==> src/rtl/graphics_pkg.sv <==
// Shared display-path types: line-fill FSM encoding and slot-count helpers.
// Imported by the line prefetch controller and its slot tracker.
package graphics_pkg;

    typedef enum logic [1:0] {
        ST_IDLE = 2'd0,
        ST_REQ  = 2'd1,
        ST_FILL = 2'd2,
        ST_DONE = 2'd3
    } fill_state_t;

    localparam int LINE_COUNT_POW_DEF = 1;
    localparam int LINE_SLOTS_DEF     = 2 ** LINE_COUNT_POW_DEF;

    function automatic int slot_count(input int pow);
        return 1 << pow;
    endfunction

endpackage

==> src/rtl/line_slot_tracker.sv <==
// Line-buffer slot bookkeeping: write/read slot pointers, occupied count, underflow.
// Ports: clk, reset_n, commit (line filled), rel (display released), flush (frame_sync),
//        wr_slot, rd_slot, lines_ready, underflow (registered one-cycle pulse).
module line_slot_tracker
    import graphics_pkg::*;
#(
    parameter int LINE_COUNT_POW = 1
) (
    input  logic                      clk,
    input  logic                      reset_n,
    input  logic                      commit,
    input  logic                      rel,
    input  logic                      flush,
    output logic [LINE_COUNT_POW-1:0] wr_slot,
    output logic [LINE_COUNT_POW-1:0] rd_slot,
    output logic [LINE_COUNT_POW:0]   lines_ready,
    output logic                      underflow
);

    logic empty;
    logic can_rel;

    assign empty   = (lines_ready == '0);
    assign can_rel = rel && !empty;

    always_ff @(posedge clk) begin
        if (!reset_n) begin
            wr_slot     <= '0;
            rd_slot     <= '0;
            lines_ready <= '0;
            underflow   <= 1'b0;
        end else if (flush) begin
            wr_slot     <= '0;
            rd_slot     <= '0;
            lines_ready <= '0;
            underflow   <= 1'b0;
        end else begin
            underflow <= rel && empty;
            if (commit)
                wr_slot <= wr_slot + LINE_COUNT_POW'(1);
            if (can_rel)
                rd_slot <= rd_slot + LINE_COUNT_POW'(1);
            // Simultaneous commit and release cancel in the count.
            if (commit && !can_rel)
                lines_ready <= lines_ready + (LINE_COUNT_POW+1)'(1);
            else if (!commit && can_rel)
                lines_ready <= lines_ready - (LINE_COUNT_POW+1)'(1);
        end
    end

endmodule

==> src/rtl/line_prefetch_ctrl.sv <==
// Fill side of the display line buffer: fetches frame rows and writes them into BRAM port A.
// Ports: frame_sync/start_next_line (display timing), fetch_req/row/ack (fetch engine),
//        pix_valid/data/ready (pixel stream), clka..dina (BRAM port A), rd_slot/lines_ready/underflow.
module line_prefetch_ctrl
    import graphics_pkg::*;
#(
    parameter int ADDRESS_WIDTH   = 32,
    parameter int DATA_WIDTH      = 16,
    parameter int LINE_COUNT_POW  = 1,
    parameter int PIXEL_COUNT_POW = 10,
    parameter int LINE_WIDTH      = 640,
    parameter int FRAME_LINES     = 480,
    parameter int ROW_POW         = 10
) (
    input  logic                      clk,
    input  logic                      reset_n,
    input  logic                      frame_sync,
    input  logic                      start_next_line,
    output logic                      fetch_req,
    output logic [ROW_POW-1:0]        fetch_row,
    input  logic                      fetch_ack,
    input  logic                      pix_valid,
    input  logic [DATA_WIDTH-1:0]     pix_data,
    output logic                      pix_ready,
    output logic                      clka,
    output logic                      rsta,
    output logic                      ena,
    output logic [DATA_WIDTH/8-1:0]   wea,
    output logic [ADDRESS_WIDTH-1:0]  addra,
    output logic [DATA_WIDTH-1:0]     dina,
    output logic [LINE_COUNT_POW-1:0] rd_slot,
    output logic [LINE_COUNT_POW:0]   lines_ready,
    output logic                      underflow
);

    localparam int SLOTS = slot_count(LINE_COUNT_POW);

    fill_state_t state, state_nxt;

    // One extra bit so row can reach FRAME_LINES even when it equals 2**ROW_POW.
    logic [ROW_POW:0]              row;
    logic [PIXEL_COUNT_POW-1:0]    pix_idx;
    logic [LINE_COUNT_POW-1:0]     wr_slot;
    logic                          commit;
    logic                          beat_acc;
    logic                          last_beat;
    logic                          can_fill;

    assign clka      = clk;
    assign rsta      = ~reset_n;
    assign fetch_row = row[ROW_POW-1:0];
    assign beat_acc  = pix_valid && pix_ready;
    assign last_beat = (pix_idx == PIXEL_COUNT_POW'(LINE_WIDTH - 1));
    assign can_fill  = (lines_ready < (LINE_COUNT_POW+1)'(SLOTS)) &&
                       (row < (ROW_POW+1)'(FRAME_LINES));

    always_comb begin
        state_nxt = state;
        fetch_req = 1'b0;
        pix_ready = 1'b0;
        commit    = 1'b0;
        unique case (state)
            ST_IDLE: if (can_fill) state_nxt = ST_REQ;
            ST_REQ: begin
                fetch_req = 1'b1;
                if (fetch_ack) state_nxt = ST_FILL;
            end
            ST_FILL: begin
                pix_ready = 1'b1;
                if (pix_valid && last_beat) state_nxt = ST_DONE;
            end
            ST_DONE: begin
                commit    = 1'b1;
                state_nxt = ST_IDLE;
            end
            default: state_nxt = ST_IDLE;
        endcase
        if (frame_sync) state_nxt = ST_IDLE;
    end

    always_ff @(posedge clk) begin
        if (!reset_n) begin
            state   <= ST_IDLE;
            row     <= '0;
            pix_idx <= '0;
            ena     <= 1'b0;
            wea     <= '0;
            addra   <= '0;
            dina    <= '0;
        end else begin
            state <= state_nxt;
            // A beat caught in the frame_sync cycle belongs to a discarded slot.
            ena <= beat_acc && !frame_sync;
            wea <= (beat_acc && !frame_sync) ? '1 : '0;
            if (beat_acc) begin
                addra <= ADDRESS_WIDTH'({wr_slot, pix_idx});
                dina  <= pix_data;
            end
            if (frame_sync)
                row <= '0;
            else if (commit)
                row <= row + (ROW_POW+1)'(1);
            if (state == ST_REQ)
                pix_idx <= '0;
            else if (beat_acc)
                pix_idx <= pix_idx + PIXEL_COUNT_POW'(1);
        end
    end

    line_slot_tracker #(
        .LINE_COUNT_POW(LINE_COUNT_POW)
    ) u_tracker (
        .clk        (clk),
        .reset_n    (reset_n),
        .commit     (commit && !frame_sync),
        .rel        (start_next_line),
        .flush      (frame_sync),
        .wr_slot    (wr_slot),
        .rd_slot    (rd_slot),
        .lines_ready(lines_ready),
        .underflow  (underflow)
    );

endmodule

==> config.mk <==
export PLATFORM = sky130hd
export DESIGN_NAME = line_prefetch_ctrl
export DESIGN_NICKNAME = d
export VERILOG_FILES = /design/src/rtl/graphics_pkg.sv /design/src/rtl/line_slot_tracker.sv /design/src/rtl/line_prefetch_ctrl.sv
export SDC_FILE = /design/constraint.sdc
export NUM_CORES = 1
export LEC_CHECK = 0
export ABC_AREA = 1
export ABC_CLOCK_PERIOD_IN_PS = 4300
export CORE_MARGIN = 2
export CORE_UTILIZATION = 49
export CTS_CLUSTER_SIZE = 24
export DETAILED_ROUTE_END_ITERATION = 12
export PLACE_DENSITY = 0.85
export SYNTH_ARGS = -nofsm -noshare
export SYNTH_HDL_FRONTEND = slang
export SYNTH_HIERARCHICAL = 1
export SYNTH_SLANG_ARGS = --single-unit
==> constraint.sdc <==
create_clock -name clk -period 4.3 [get_ports clk]
set_input_delay 0.86 -clock clk [delete_from_list [all_inputs] [get_ports clk]]
set_output_delay 0.86 -clock clk [all_outputs]
set_load 0.02 [all_outputs]
=== Word level (Yosys, flattened, before mapping) ===
Index checks and enable logic that the tools add are counted.

* Output and inout bits: 69
* Input bits: 22
* Flip-flop bits (word level): 58
* Word-level logic and storage cells: 56

* Add/sub/neg operators: 6
* $lt $le $gt $ge: 2
* Mux-type cells: 10
* Bitwise operators: 1
* Reductions and logical operators: 19
* Equal/unequal tests: 7

{| class="wikitable"
|+ Operators with widths
! kind !! count
|-
| $mux 2 || 6
|-
| $add 11x1->11 const B || 1
|-
| $lt 11x9->1 const B || 1
|-
| $add 10x1->10 const B || 1
|-
| $eq 10x10->1 const B || 1
|-
| $logic_and 1x1->1 || 9
|-
| $pmux 2 s4 || 1
|-
| $ne 2x2->1 const B || 3
|-
| $eq 2x2->1 const B || 2
|-
| $logic_not 1->1 || 4
|-
| $logic_not 2->1 || 2
|-
| $reduce_or 2->1 || 2
|-
| $mux 1 || 3
|-
| $reduce_and 3->1 || 1
|-
| $add 1x1->1 const B || 2
|-
| $add 2x1->2 const B || 1
|-
| $eq 2x1->1 const B || 1
|-
| $lt 2x2->1 const B || 1
|-
| $reduce_bool 2->1 || 1
|-
| $sub 2x1->2 const B || 1
|-
| $not 1->1 || 1
|}

=== Logic depth before layout (Yosys ltp) ===
Gate-level depths: netlist of the first run.

* Depth in word-level cells: 7
* Depth in mapped cells: 10
* Mapped depth without buffers: 10

=== Cells and area by module ===
The synthesis of the first run kept the hierarchy.

{| class="wikitable"
|+ By module, submodules not included
! module !! area each (sq um) !! seq. area each (sq um) !! cells an instance !! times used
|-
| line_prefetch_ctrl || 2383.5 || 1021.0 || 311 || 1
|-
| line_slot_tracker || 230.2 || 100.1 || 33 || 1
|}

==> results of run 1 <==
[registers in the layout, summed over array words and instances (netlist names)]
register	cells
dina	16
addra	11
row	11
pix_idx	10
state	2
u_tracker/lines_ready	2
u_tracker/rd_slot	1
u_tracker/underflow	1
u_tracker/wr_slot	1
wea	1
[per-stage QoR]
stage / setup slack [ns] / area, sq um / util, %
floorplan: 1.156 / 2689 / -
global placement: 0.7815 / 3187 / 62.00
detailed placement: 0.7815 / 3187 / 62.00
CTS: 0.5305 / 3321 / 64.61
global route: 0.5292 / 3321 / 64.61
finish: 0.5404 / 3321 / 64.61
[final cells by class]
| class | instances | area [sq um] | share of cell area [%] |
|---|---|---|---|
| multi-input cells | 233 | 1150 | 34.63 |
| inverters | 34 | 130.1 | 3.919 |
| repair buffers | 69 | 688.2 | 20.72 |
| flip-flops and latches | 56 | 1121 | 33.76 |
| clock buffers | 10 | 133.9 | 4.032 |
| well taps | 70 | 87.58 | 2.638 |
| clock inverters | 2 | 10.01 | 0.3014 |
[synthesized netlist by cell type]
cell type	number
clkbuf_1	4
nand3_1	8
dfxtp_1	56
nor3_2	2
o21ai_1	1
nor3_1	4
nor2_1	68
inv_1	31
o21a_1	1
nand2_1	46
a21oi_1	21
buf_2	2
nand2_2	1
ha_1	7
and2_2	1
a211oi_1	3
o21ai_0	31
nand2_4	1
nand4_1	4
nor2_2	2
conb_1	1
and2_1	1
a31oi_1	1
inv_2	2
nand3_4	1
nor2_4	5
nand3_2	1
inv_4	1
xnor2_1	1
buf_4	35
nor3b_2	1
[cells by family (layout without fill, tap and decap cells)]
kind of cell | after synthesis | count (layout) | synth area share, %
fa+ha+maj | 7 | 7 | 3.351
buf+inv | 75 | 115 | 15.99
simple gates | 146 | 146 | 25.75
flops | 56 | 56 | 42.89
other cells | 1 | 21 | 0.1435
xor+xnor | 1 | 1 | 0.3351
compound gates | 58 | 58 | 11.54
[worst max-delay path by stage]
stage | startpoint | end | slack [ns] | depth (start not counted)
after floorplan | clk | clka | 1.16 | 1
after global placement | clk | clka | 0.78 | 1
after detailed placement | clk | clka | 0.78 | 1
after CTS | clk | clka | 0.53 | 3
after global routing | clk | clka | 0.53 | 3
final | clk | clka | 0.54 | 3
[cells in the final DEF (no fill, tap or decap), types with 2 or more instances in the layout]
master	n
clkbuf_8	9
clkinv_2	2
clkdlybuf4s50_1	69
nand2_1	46
nor3_2	2
nand4_1	4
nor3_1	4
nand3_1	8
a211oi_1	3
nor2_2	2
conb_1	21
ha_1	7
nor2_1	68
a21oi_1	21
o21ai_0	31
inv_2	2
dfxtp_1	56
inv_1	31
nor2_4	5
[where the power goes]
group	internal [mW]	switching, mW	total [mW]
logic	0.0571	0.0807	0.138
clock network	0.204	0.191	0.395
registers	0.531	0.00803	0.539
total	0.792	0.280	1.07
[per-layer routing]
metal	part of all wire (%)	global-route usage, %	up-vias	routed length (um)
li1	-	-	1157	-
met1	42	20.43	1042	2373
met2	51	35.70	74	2893
met3	5.6	4.353	7	316
met4	1.7	10.00	0	96
met5	0	0	-	0
[worst register-to-register path, cell delays in order, from the launching register on]
cell and delay (ns):
dfxtp_1 0.36, inv_1 0.09, ha_1 0.26, nand2_4 0.21
inv_4 0.35, nand3_4 0.15, nor2_4 0.12, nand2_1 0.07
nor2_1 0.12, nor3b_2 0.06
==> run_results.csv, run 1 <==
group,metric,value,unit
route,via_per_inst,4.810,
placed_design,numPortBuffers,69,
global_routing,overflow,0,
clock_network,clk_pin_slew,0.09,ns
sta,skew,0.008540,ns
clock_network,cts_setup_buffers,0,
synth,synth.cell_area,2614,sq um
clock_network,clk_latency,0.42,ns
synth,synth.top_cell.area_share,42.89,%
floorplan,ios,91,
setup_path,start_kind,"clock port",
hold_path,whs_path_depth,2,
global_routing,grt_max_degree,38,
sta,setup_viol,0,
setup_path,critPathRequiredTime,3.44,ns
clock_network,cts.repair.resized,0,
setup_path,cp_num_buf_inv,3,
cells_and_area,layout.cells.non_filler,474,
global_routing,grt_pass1_vias,2111,
setup_path,crit_fanout,2,
route,vias,2280,
sta,whs,0.4680,ns
flow_run,maxCapViolCount,0,
placed_design,gp_congestion,0.7786,
route,drt_first_pass_iters,4,
setup_path,r2r_end,"pix_idx[8]$_SDFFE_PP0P_",
floorplan,start_util,50.85,%
cells_and_area,final_nets,432,
floorplan,die_h,77.04,um
power_and_ir_drop,finalPower,1.072,mW
setup_path,critPathKind,"clk2out",
status,status,"complete, no violations",
synth,yosys_warnings,6,
clock_network,postCtsHoldBufs,0,
setup_path,cp_common_cell,"clkbuf_8",
global_routing,gr-usage-all-layers,19.35,%
route,routedWlPerCell,11.98,um
sta,tns,0,ns
synth,avgSynthCellArea,7.598,sq um
setup_path,r2r_start,"state[0]$_SDFFE_PP0P_",
setup_path,crit_family,"buffers and inverters",
sta,slew_violations,0,
hold_path,worstHoldPathType,"reg2reg",
global_routing,antenna_found_initial,0,
placed_design,place_inst,463,
floorplan,fp-row-count,26,
setup_path,path_cells,"clkbuf_8 -> clkbuf_8 -> clkdlybuf4s50_1",
power_and_ir_drop,ir_drop,0.0002471,V
synth,synth_cells,344,
power_and_ir_drop,power.density,322.9,nW/um^2
hold_path,worstHoldStart,"addra[0]$_SDFFE_PN0P_",
floorplan,core,5140,sq um
cells_and_area,syn2layout_area_growth,27.05,%
setup_path,cp.arrival,2.90,ns
setup_path,ff2ff_path_depth,9,
hold_path,min_to,"addra[0]$_SDFFE_PN0P_",
synth,synth-seq-cells,56,
placed_design,dp_hpwl,4.113,mm
sta,grt_setup_unrepaired,"no",
global_routing,grt_pass1_wl,9.190,mm
synth,synth.distinct_cells,31,
floorplan,die_w,77.04,um
setup_path,rrSetupSlack,2.40,ns
synth,synth_area_leader_cell,"dfxtp_1",
power_and_ir_drop,p_leak,1.308,nW
route,drt_iter0_markers,112,
cells_and_area,fillerInstances,448,
route,postRouteAntennaNets,0,
setup_path,cpPeakStageDelay,0.52,ns
setup_path,cp_slowest_cell,"clkdlybuf4s50_1",
synth,synth.area.top_cells,"dfxtp_1 (43%), buf_4 (10%), nor2_1 (9.8%), nand2_1 (6.6%), o21ai_0 (5.9%)",
cells_and_area,drive_above_1_share,7.426,%
sta,timing_hold_violations_final,0,
route,wirelength,5.679,mm
cells_and_area,antenna_cells,0,
setup_path,end_kind,"primary output",
clock_network,tritoncts,"done",
floorplan,die-area,5934,sq um
route,drcViolationCount,0,
synth,yosysSeqAreaShare,42.89,%
Power figures use the tool's default switching activity.
==> inputs of run 2 (changes only) <==
ABC_CLOCK_PERIOD_IN_PS = 3000   (was 4300)
CORE_UTILIZATION = 55   (was 49)
DONT_BUFFER_PORTS = 1   (was not set)
PLACE_DENSITY = 0.72   (was 0.85)
clock period = 3 ns   (was 4.3 ns; I/O delays follow)
==> run 2 against run 1 <==
  * Power grew 22%
  * First-iteration DRC count is 0.89% lower
  * Global-route usage shrank 0.92 points
  * Combinational power is 21% lower
  * Clock-buffer cell count shrank 5
  * Wire length decreased by 17%
==> run_results.csv, run 2 (synthesis results as in run 1) <==
group,metric,value,unit
clock_network,cts.repair.resized,0,
route,routedWlPerCell,12.27,um
placed_design,dp_hpwl,3.492,mm
setup_path,critPathRequiredTime,2.40,ns
clock_network,clk_pin_slew,0.10,ns
power_and_ir_drop,ir_drop,0.0002373,V
floorplan,die_w,72.94,um
route,drcViolationCount,0,
sta,max_slew.worst_pin.slew,0.5980,ns
cells_and_area,layout.cells.non_filler,385,
cells_and_area,layout_common_cells,"nor2_1 (68), dfxtp_1 (56), nand2_1 (46)",
cells_and_area,final_nets,359,
cells_and_area,largest_reg_flops,16,
placed_design,place_inst,377,
setup_path,cp.arrival,1.50,ns
status,status,"complete, no violations",
global_routing,grt_pass1_wl,7.617,mm
floorplan,die-area,5320,sq um
sta,timing_hold_violations_final,0,
clock_network,cts_root_buf,"clkbuf_8",
global_routing,grt_pass1_vias,1678,
power_and_ir_drop,power.density,512.6,nW/um^2
cells_and_area,drive_above_1_share,7.855,%
route,drt_iter0_markers,111,
route,vias,1951,
route,via_per_inst,5.068,
floorplan,die_h,72.94,um
clock_network,clock_sinks,56,
clock_network,tritoncts,"done",
clock_network,cts.htree.levels,2,
power_and_ir_drop,p_leak,1.028,nW
sta,slew_violations,0,
clock_network,cts_setup_buffers,0,
flow_run,maxCapViolCount,0,
clock_network,clk_latency,0.31,ns
setup_path,crit_fanout,2,
global_routing,overflow,0,
power_and_ir_drop,finalPower,1.312,mW
sta,slew_headroom,60.08,%
route,postRouteAntennaNets,0,
cells_and_area,final_common_cell,"nor2_1",
cells_and_area,antenna_cells,0,
floorplan,fp-row-count,25,
route,wirelength,4.725,mm
setup_path,end_kind,"primary output",
hold_path,worstHoldPathType,"in2reg",
sta,tns,0,ns
sta,skew,0.01336,ns
floorplan,start_util,56.08,%
global_routing,gr-usage-all-layers,18.43,%
cells_and_area,syn2layout_area_growth,-2.106,%
clock_network,cts_buffer_depth,2,
clock_network,numCtsBuffers,5,
placed_design,numPortBuffers,0,
setup_path,critPathKind,"clk2out",
placed_design,gp_congestion,0.8154,
floorplan,ios,91,
cells_and_area,regMostFlops,"dina",
global_routing,grt_max_degree,38,
floorplan,core,4661,sq um
global_routing,antenna_found_initial,0,
setup_path,start_kind,"clock port",
placed_design,place_ws,0.9000,ns
sta,grt_setup_unrepaired,"no",
route,drt_first_pass_iters,4,
sta,layout_setup_ws,0.8997,ns
cells_and_area,top_regs,"dina (16), addra (11), row (11)",
sta,setup_viol,0,
clock_network,postCtsHoldBufs,0,
[run 2: cell count changes in the layout (fill, tap and decap cells not counted), sizes merged]
cell | before | now
inv | 34 | 35
clkinvlp | 0 | 1
clkdlybuf4s50 | 69 | 0
buf | 1 | 0
clkinv | 2 | 1
clkbuf | 9 | 5
[run 2: path summary, 6_finish.rpt]
kind / depth (start not counted) / slack, ns / from / to
worst max-delay path: 0 / 0.90 / clk / clka
worst min-delay path: 2 / 0.42 / reset_n / dina[1]$_SDFFE_PN0P_
worst max register to register: 9 / 0.95 / state[0]$_SDFFE_PP0P_ / pix_idx[8]$_SDFFE_PP0P_
worst min register to register: 2 / 0.51 / pix_idx[7]$_SDFFE_PP0P_ / addra[7]$_SDFFE_PN0P_
[run 2: stage by stage]
step                cell area (sq um)  util (%)  hold slack, ns
floorplan                        2689         -          0.4556
global placement                 2469     52.97          0.4829
detailed placement               2469     52.97          0.4933
CTS                              2559     54.90          0.4083
global route                     2559     54.90          0.3928
finish                           2559     54.90          0.4158
[run 2: final cells by class]
class | instances | area (sq um)
clock inverters | 3 | 21.27
flip-flops and latches | 56 | 1121
fillers | 442 | 2102
multi-input cells | 233 | 1150
clock buffers | 5 | 68.82
well taps | 54 | 67.56
inverters | 34 | 130.1
[run 2: metal layers]
metal | vias to the layer above | wire, um | track usage, %
li1 | 1008 | - | -
met3 | 5 | 468 | 9.807
met1 | 878 | 2083 | 23.04
met5 | - | 0 | 0
met2 | 60 | 2127 | 27.78
met4 | 0 | 45 | 4.938
[run 2: report_power, final]
group          total (mW)  switching (mW)  internal [mW]
logic               0.109          0.0802         0.0292
clock network       0.409           0.242          0.166
registers           0.794          0.0321          0.762
[run 2: worst reg2reg max path, stage by stage (launching register included)]
cell,delay [ns]
dfxtp_1,0.35
inv_1,0.09
ha_1,0.40
nand2_4,0.26
inv_4,0.35
nand3_4,0.14
nor2_4,0.12
nand2_1,0.08
nor2_1,0.12
nor3b_2,0.05
==> inputs of run 3 (changes only) <==
ABC_CLOCK_PERIOD_IN_PS = 2150   (was 3000)
PLACE_DENSITY = 0.69   (was 0.72)
clock period = 2.15 ns   (was 3 ns; I/O delays follow)
==> run 3 against run 2 <==
  * Wire length grew 1.7%
  * Via count shrank 0.92%
  * Critical path depth grew 7
  * Highest routed layer unchanged
==> run_results.csv, run 3 (synthesis results as in run 1) <==
group,metric,value,unit
route,vias,1933,
floorplan,core,4661,sq um
cells_and_area,top_regs,"dina (16), addra (11), row (11)",
sta,skew,0.01044,ns
setup_path,cp.arrival,1.92,ns
floorplan,ios,91,
power_and_ir_drop,power.density,712.9,nW/um^2
setup_path,critPathKind,"reg2reg",
placed_design,dp_hpwl,3.480,mm
cells_and_area,regMostFlops,"dina",
global_routing,antenna_found_initial,0,
sta,timing_hold_violations_final,0,
route,postRouteAntennaNets,0,
floorplan,start_util,56.08,%
cells_and_area,final_common_cell,"nor2_1",
global_routing,grt_pass1_vias,1766,
placed_design,gp_congestion,0.8408,
cells_and_area,fillerInstances,478,
sta,timing.final.crit_share,78.99,%
clock_network,clk_latency,0.31,ns
power_and_ir_drop,p_leak,1.034,nW
floorplan,fp-row-count,25,
cells_and_area,regArea,1121,sq um
setup_path,cpPeakStageDelay,0.39,ns
clock_network,cts_root_buf,"clkbuf_8",
setup_path,crit_fanout,28,
sta,slew_headroom,61.34,%
clock_network,cts.htree.levels,2,
flow_run,maxCapViolCount,0,
setup_path,critPathRequiredTime,2.37,ns
placed_design,numPortBuffers,0,
cells_and_area,drive_above_1_share,8.408,%
sta,max_slew.worst_pin.slew,0.5791,ns
floorplan,die-area,5320,sq um
global_routing,overflow,0,
global_routing,gr-usage-all-layers,18.71,%
hold_path,worstHoldPathType,"in2reg",
clock_network,clk_pin_slew,0.10,ns
cells_and_area,final_nets,361,
setup_path,end_kind,"register",
clock_network,tritoncts,"done",
global_routing,grt_pass1_wl,7.748,mm
clock_network,cts_buffer_depth,2,
sta,period_needed,1.698,ns
global_routing,grt_max_degree,29,
route,wirelength,4.803,mm
setup_path,path_cells,"inv_1 -> ha_1 -> nand2_4 -> inv_4 -> buf_4 -> nor2_1 -> a211oi_1",
route,drcViolationCount,0,
clock_network,postCtsHoldBufs,0,
sta,whs,0.2373,ns
route,via_per_inst,4.995,
cells_and_area,antenna_cells,0,
setup_path,start_kind,"register",
route,drt_first_pass_iters,4,
setup_path,cp_slowest_cell,"ha_1",
sta,grt_setup_unrepaired,"no",
clock_network,numCtsBuffers,5,
sta,slew_violations,0,
cells_and_area,multi_input_area,1150,sq um
sta,setup_viol,0,
cells_and_area,fin_util,55.28,%
cells_and_area,layout_common_cells,"nor2_1 (68), dfxtp_1 (56), nand2_1 (46)",
clock_network,clock_sinks,56,
floorplan,die_h,72.94,um
floorplan,die_w,72.94,um
clock_network,cts_setup_buffers,0,
clock_network,cts.repair.resized,0,
route,routedWlPerCell,12.41,um
sta,max_freq,0.5889,GHz
route,drt_iter0_markers,88,
cells_and_area,largest_reg_flops,16,
cells_and_area,syn2layout_area_growth,-1.436,%
sta,tns,0,ns
power_and_ir_drop,ir_drop,0.0003855,V
status,status,"complete, no violations",
## run 3: cell count changes in the layout (fill, tap and decap cells not counted), sizes merged
cell / change
clkinvlp: +1
inv: -1
buf: +2
## run 3: where the power goes
group | internal, mW | total (mW) | switching (mW)
clock network | 0.231 | 0.575 | 0.344
logic | 0.0423 | 0.155 | 0.112
registers | 1.06 | 1.11 | 0.0445
## run 3: worst paths after layout
path                      startpoint                    end  slack, ns  cells past startpoint
max            state[0]$_SDFFE_PP0P_  addra[2]$_SDFFE_PN0P_       0.45                      7
min                          reset_n  dina[15]$_SDFFE_PN0P_       0.24                      2
max reg2reg    state[0]$_SDFFE_PP0P_  addra[2]$_SDFFE_PN0P_       0.45                      7
min reg2reg  pix_idx[7]$_SDFFE_PP0P_  addra[7]$_SDFFE_PN0P_       0.49                      2
## run 3: metal layers
layer  track usage (%)  wire (um)
met5                 0          0
met2             31.62       2124
met4             5.556         65
met1             21.72       2234
met3             7.597        378
## run 3: layout make-up
| class | count | share of cell area [%] |
|---|---|---|
| well taps | 54 | 2.623 |
| multi-input cells | 233 | 44.63 |
| repair buffers | 2 | 0.5828 |
| flip-flops and latches | 56 | 43.52 |
| clock buffers | 5 | 2.671 |
| clock inverters | 3 | 0.9228 |
| inverters | 34 | 5.051 |
## run 3: metrics by stage
stage	setup WS (ns)	area, sq um	power (mW)	instances
4_1_cts	0.4474	2576	1.861	387
3_5_place_dp	0.4721	2484	1.286	379
5_1_grt	0.2826	2576	1.927	387
3_3_place_gp	0.5116	2484	1.283	379
6_report	0.4518	2576	1.837	387
2_1_floorplan	0.5110	2689	1.348	364
## run 3: critical path: cells and delay by family (launching register included)
| family | cells | cell delay [ns] |
|---|---|---|
| flip-flops | 1 | 0.35 |
| AND/OR/NAND/NOR | 2 | 0.18 |
| buffers and inverters | 3 | 0.51 |
| AO/OA/AOI/OAI | 1 | 0.17 |
| adder cells (fa/ha/maj) | 1 | 0.39 |
